--- src/rtl/hazard_ctrl.sv ---
// hazard_ctrl: pipeline sequencing controller for the 8-bit pipelined core.
//
// Decides, every cycle, whether the PC and the IF/ID register advance. It also
// decides whether IF/ID and ID/EX are cleared to NOPs, and where the next PC
// comes from. Four situations are handled:
//   - load-use hazards (one-cycle bubble)
//   - taken branches (flush the two younger instructions)
//   - HLT (freeze until an interrupt arrives)
//   - interrupt entry (drain, push the saved PC, jump to the vector)
//
// Parameters:
//   DRAIN_CYCLES     bubble cycles inserted before the PC push (1..7)
// Inputs:
//   clk_i            system clock, rising edge
//   reset_i          asynchronous, active-high; clears all state
//   ex_mem_read_i    instruction in EX is a load
//   ex_rd_i          destination register of the EX instruction
//   id_rs_i/id_rt_i  source registers of the ID instruction
//   id_uses_rs_i/id_uses_rt_i  ID instruction really reads rs / rt
//   id_is_hlt_i      ID holds HLT
//   branch_taken_ex_i  branch/jump resolved taken in EX
//   ex_is_rti_i      RTI executing in EX
//   irq_i            level interrupt request, already synchronous to clk_i
// Outputs:
//   run_F_o          PC enable
//   run_D_o          IF/ID enable
//   flush_D_o        clear IF/ID
//   flush_E_o        clear ID/EX
//   pc_sel_o         00 PC+1, 01 branch target, 10 interrupt vector
//   int_push_o       push the saved PC to the stack
//   irq_ack_o        one-cycle interrupt acknowledge
//   halted_o         core is halted
module hazard_ctrl #(
  parameter int DRAIN_CYCLES = 2
) (
  input  logic       clk_i,
  input  logic       reset_i,
  input  logic       ex_mem_read_i,
  input  logic [1:0] ex_rd_i,
  input  logic [1:0] id_rs_i,
  input  logic [1:0] id_rt_i,
  input  logic       id_uses_rs_i,
  input  logic       id_uses_rt_i,
  input  logic       id_is_hlt_i,
  input  logic       branch_taken_ex_i,
  input  logic       ex_is_rti_i,
  input  logic       irq_i,
  output logic       run_F_o,
  output logic       run_D_o,
  output logic       flush_D_o,
  output logic       flush_E_o,
  output logic [1:0] pc_sel_o,
  output logic       int_push_o,
  output logic       irq_ack_o,
  output logic       halted_o
);

  typedef enum logic [2:0] {
    S_RUN,
    S_HALT,
    S_DRAIN,
    S_PUSH,
    S_VEC
  } state_t;

  localparam logic [2:0] DRAIN_INIT = 3'(DRAIN_CYCLES - 1);

  state_t     state_q, state_d;
  logic [2:0] drainCnt_q, drainCnt_d;
  logic       inIsr_q, inIsr_d;

  logic       loadUse;
  logic       irqOk;

  // A load in EX whose destination is really read by the ID instruction
  // cannot forward in time, so ID has to wait one cycle.
  assign loadUse = ex_mem_read_i &
                   ((id_uses_rs_i & (id_rs_i == ex_rd_i)) |
                    (id_uses_rt_i & (id_rt_i == ex_rd_i)));

  // Interrupts are not nested: a request is only accepted outside an ISR.
  assign irqOk = irq_i & ~inIsr_q;

  // State register: the sequencer state, the drain counter and the ISR flag.
  // All of them return to their idle values as soon as reset rises.
  always_ff @(posedge clk_i or posedge reset_i) begin
    if (reset_i) begin
      state_q    <= S_RUN;
      drainCnt_q <= 3'd0;
      inIsr_q    <= 1'b0;
    end else begin
      state_q    <= state_d;
      drainCnt_q <= drainCnt_d;
      inIsr_q    <= inIsr_d;
    end
  end

  // Next-state and output decode. Every output starts at its "free running"
  // value, and each state overrides only what it needs. Reset forces the
  // defaults back at the end, because the outputs also depend on the inputs.
  always_comb begin
    state_d    = state_q;
    drainCnt_d = drainCnt_q;
    inIsr_d    = inIsr_q;
    run_F_o    = 1'b1;
    run_D_o    = 1'b1;
    flush_D_o  = 1'b0;
    flush_E_o  = 1'b0;
    pc_sel_o   = 2'b00;
    int_push_o = 1'b0;
    irq_ack_o  = 1'b0;
    halted_o   = 1'b0;

    case (state_q)
      S_RUN: begin
        if (ex_is_rti_i) begin
          inIsr_d = 1'b0;
        end
        // A taken branch kills the ID instruction, so any hazard,
        // interrupt or HLT it carried no longer matters.
        if (branch_taken_ex_i) begin
          flush_D_o = 1'b1;
          flush_E_o = 1'b1;
          pc_sel_o  = 2'b01;
        end else if (loadUse) begin
          run_F_o   = 1'b0;
          run_D_o   = 1'b0;
          flush_E_o = 1'b1;
        end else if (irqOk) begin
          run_F_o    = 1'b0;
          run_D_o    = 1'b0;
          flush_E_o  = 1'b1;
          drainCnt_d = DRAIN_INIT;
          state_d    = S_DRAIN;
        end else if (id_is_hlt_i) begin
          run_F_o   = 1'b0;
          run_D_o   = 1'b0;
          flush_E_o = 1'b1;
          state_d   = S_HALT;
        end
      end

      S_HALT: begin
        run_F_o   = 1'b0;
        run_D_o   = 1'b0;
        flush_E_o = 1'b1;
        halted_o  = 1'b1;
        if (irqOk) begin
          drainCnt_d = DRAIN_INIT;
          state_d    = S_DRAIN;
        end
      end

      S_DRAIN: begin
        // A branch still in flight would leave ID holding the wrong PC to
        // save. Take the branch first; the held irq re-enters from RUN.
        if (branch_taken_ex_i) begin
          flush_D_o = 1'b1;
          flush_E_o = 1'b1;
          pc_sel_o  = 2'b01;
          state_d   = S_RUN;
        end else begin
          run_F_o   = 1'b0;
          run_D_o   = 1'b0;
          flush_E_o = 1'b1;
          if (drainCnt_q == 3'd0) begin
            state_d = S_PUSH;
          end else begin
            drainCnt_d = drainCnt_q - 3'd1;
          end
        end
      end

      S_PUSH: begin
        run_F_o    = 1'b0;
        run_D_o    = 1'b0;
        flush_E_o  = 1'b1;
        int_push_o = 1'b1;
        state_d    = S_VEC;
      end

      S_VEC: begin
        pc_sel_o  = 2'b10;
        flush_D_o = 1'b1;
        flush_E_o = 1'b1;
        irq_ack_o = 1'b1;
        inIsr_d   = 1'b1;
        state_d   = S_RUN;
      end

      default: begin
        state_d = S_RUN;
      end
    endcase

    if (reset_i) begin
      run_F_o    = 1'b1;
      run_D_o    = 1'b1;
      flush_D_o  = 1'b0;
      flush_E_o  = 1'b0;
      pc_sel_o   = 2'b00;
      int_push_o = 1'b0;
      irq_ack_o  = 1'b0;
      halted_o   = 1'b0;
    end
  end

endmodule

--- config.mk ---
export PLATFORM = sky130hd
export DESIGN_NAME = hazard_ctrl
export DESIGN_NICKNAME = d
export VERILOG_FILES = /design/src/rtl/hazard_ctrl.sv
export SDC_FILE = /design/constraint.sdc
export NUM_CORES = 1
export LEC_CHECK = 0
export CAP_MARGIN = 5
export CORE_ASPECT_RATIO = 1.2
export CORE_UTILIZATION = 37
export DETAILED_ROUTE_END_ITERATION = 8
export PLACE_DENSITY = 0.73
export SETUP_SLACK_MARGIN = 0.1
export SLEW_MARGIN = 40
export SYNTH_ARGS = -nofsm -noshare
export SYNTH_HDL_FRONTEND = slang
export SYNTH_SLANG_ARGS = --single-unit
--- constraint.sdc ---
create_clock -name clk_i -period 1.7 [get_ports clk_i]
set_input_delay 0.17 -clock clk_i [delete_from_list [all_inputs] [get_ports clk_i]]
set_output_delay 0.17 -clock clk_i [all_outputs]
set_load 0.005 [all_outputs]
==> flow_summary_export.csv <==
group,metric,value,unit
min_path,worstHoldPathType,"input port to asynchronous set/reset pin",
sta,rsz0062_at_grt,"yes",
floorplan,num_io_pins,24,
drt,viasPerCell,5.39,
drt,drc,0,
critical_path,reg2reg_to,"drainCnt_q[1]$_DFFE_PP0P_",
final_layout,final_cell_mix,"buf_4 (19), nand2_1 (8), dlygate4sd2_1 (8), clkdlybuf4s50_1 (6)",
clock_network,htree_levels,1,
place,post-place-cells,119,
power,p_sw_share,42.0,%
critical_path,r2r_cells,5,
final_layout,diodes,0,
logic_synthesis,synth_fp_nets,88,
floorplan,fp.coreArea,1460,sq um
logic_synthesis,netlist_instances,71,
drt,dr.first_iter.drc_count,7,
critical_path,r2r_start,"state_q[1]$_DFFE_PP0P_",
power,internal_power,0.842,mW
clock_network,cts_sinks,7,
final_layout,fillers,111,
floorplan,fp.dieW,38.5,um
power,power_frac_comb,68.5,%
critical_path,worst-setup-path-type,"register to register",
final_layout,areaGrowthSynthToFinish,83.5,%
global_routing,gr-usage-all-layers,24.4,%
sta,layout_min_cycle_time,1620,ps
final_layout,multiInputGateArea,467,sq um
critical_path,crit_path_max_fanout,5,
global_routing,antenna_found_initial,0,
clock_network,root_buffer,"clkbuf_4",
place,port_buffers,23,
floorplan,dieArea,1760,sq um
drt,dr.pass1.iters,4,
sta,finalMaxSlewViolations,0,
sta,worstMarginPinSlew,387,ps
drt,vias,711,
global_routing,grt_max_degree,6,
clock_network,numCtsBuffers,3,
final_layout,fin_cells,132,
global_routing,grt_pass1_wl,2840,um
final_layout,ff_latch_area,178,sq um
logic_synthesis,syn_area,591,sq um
floorplan,rows,15,
final_layout,drive_gt1_share,50.4,%
sta,setup_viol,0,
clock_network,clk_path_buf_depth,2,
clock_network,cts_tree,"yes",
critical_path,cp.arrival,1770,ps
sta,fin_skew,4.10,ps
critical_path,reg2reg_slack,80,ps
sta,period_share,95.4,%
global_routing,grt_overflow,0,
logic_synthesis,synth.avg_cell_area,8.32,sq um
power,pwr-share-seq,20.4,%
sta,hold_viol,0,
clock_network,path_clk_slew,50,ps
sta,fmax,617,MHz
drt,routed_wl,1860,um
critical_path,crit_path_end_kind,"register",
critical_path,critical_path_required,1850,ps
power,p_per_area,1340,nW/um^2
place,place.gp.congestion,0.838,
logic_synthesis,ys_warn_count,0,
sta,whs,342,ps
drt,ant_nets,0,
job,maxCapViolCount,0,
global_routing,grt_pass1_vias,752,
outcome,status,"finished clean",
sta,max-slew-margin-rel,74.2,%
critical_path,crit_path_start_kind,"register",
clock_network,clock_latency,270,ps
clock_network,ctsHoldBuffers,0,
logic_synthesis,yosysSeqAreaShare,29.7,%
power,irDropWorstVdd,0.656,mV
drt,wire_per_inst,14.1,um
power,clockPowerShare,11.1,%
final_layout,nNetsFinal,133,
final_layout,layout_commonest_cell,"buf_4",
floorplan,initial_core_util,40.3,%
power,total_leakage_power,0.529,nW
logic_synthesis,synth.distinct_cells,30,
place,dp_hpwl,1240,um
power,p_switching,0.610,mW
critical_path,crit_start,"state_q[1]$_DFFE_PP0P_",
floorplan,die_height,45.8,um
logic_synthesis,ys_ff_latch,7,
## synth_stat cells
cell type  count  area (sq um)
nand2_1        9          33.8
nor2_1         8          30.0
dfrtp_1        7           175
nor3_1         7          35.0
inv_1          6          22.5
a21oi_1        4          20.0
a211oi_1       2          15.0
buf_4          2          15.0
ha_1           2          25.0
nand3_1        2          10.0
xnor2_1        2          17.5
xor2_1         2          17.5
a2111oi_4      1          27.5
a21o_1         1          7.51
a41oi_1        1          8.76
buf_2          1          5.00
buf_6          1          11.3
clkbuf_1       1          3.75
mux2_4         1          15.0
mux2i_1        1          10.0
nand2b_1       1          6.26
nand2b_4       1          13.8
nor2b_1        1          6.26
nor3b_1        1          7.51
nor4_1         1          6.26
o211a_1        1          10.0
o21ai_0        1          5.00
o221ai_2       1          15.0
o31a_1         1          8.76
or2_2          1          6.26
## timing repair
item / 4_1_cts / 5_1_grt
buffers inserted: 9 / 0
cloned: 0 / 0
endpoints found under the setup margin: 12 / 8
gates resized for setup: 43 / 18
pin swaps: 11 / 8
## per-layer routing
layer	track usage, %	up-vias	wire length [um]
li1	-	329	-
met1	19.0	345	607
met2	48.5	28	1120
met3	6.37	9	66
met4	17.9	0	68
met5	0	-	0
## logic make-up (layout without fill, tap and decap cells)
family	after synthesis	in the layout	share of synthesized area [%]
AOI/OAI and AO/OA	13	13	19.9
xor gates and xnor gates	4	4	5.93
adders and majority gates	2	2	4.24
buffers and inverters	11	55	9.74
DFF	7	7	29.7
muxes	2	2	4.24
and+or+nand+nor	32	32	26.3
## power by group through the flow
| stage | clock (mW) | sequential (mW) | combinational (mW) |
|---|---|---|---|
| detailed placement | 0 | 0.308 | 0.746 |
| floorplan | 0 | 0.267 | 0.485 |
| global route | 0.178 | 0.304 | 1.07 |
| CTS | 0.159 | 0.292 | 0.954 |
| global placement | 0 | 0.306 | 0.729 |
| finish | 0.161 | 0.296 | 0.995 |
## layout make-up
| class | count | share of cell area (%) |
|---|---|---|
| Inverter | 6 | 2.08 |
| Clock buffer | 4 | 2.42 |
| Tap cell | 17 | 1.96 |
| Timing Repair Buffer | 45 | 34.1 |
| Multi-Input combinational cell | 53 | 43.1 |
| Sequential cell | 7 | 16.4 |
## how the worst max path moves through the flow
stage | endpoint | slack, ps
3_3_place_gp | flush_E_o | -370
2_1_floorplan | drainCnt_q[1]$_DFFE_PP0P_ | 110
4_1_cts | drainCnt_q[1]$_DFFE_PP0P_ | 60
5_1_grt | flush_E_o | 40
6_report | drainCnt_q[1]$_DFFE_PP0P_ | 80
3_5_place_dp | flush_E_o | -440
## through the flow
stage / setup WS (ps) / util, % / total power [mW] / setup TNS [ps] / cell area (sq um)
floorplan: 109 / - / 0.751 / 0 / 591
global placement: -371 / 61.8 / 1.03 / -1470 / 905
detailed placement: -435 / 61.8 / 1.05 / -1880 / 905
CTS: 62.8 / 73.1 / 1.40 / 0 / 1070
global route: 43.9 / 74.0 / 1.55 / 0 / 1080
finish: 78.1 / 74.0 / 1.45 / 0 / 1080
## registers in the layout, summed over array words and instances, names as in the netlist
register / flops
state_q: 3
drainCnt_q: 3
inIsr_q: 1
## critical path: stages (launching register included)
cell and delay [ps]:
dfrtp_2 380, buf_6 140, nand2b_4 70, a2111oi_4 430, o221ai_4 170, mux2_4 320
(Power assumes the default switching activity.)
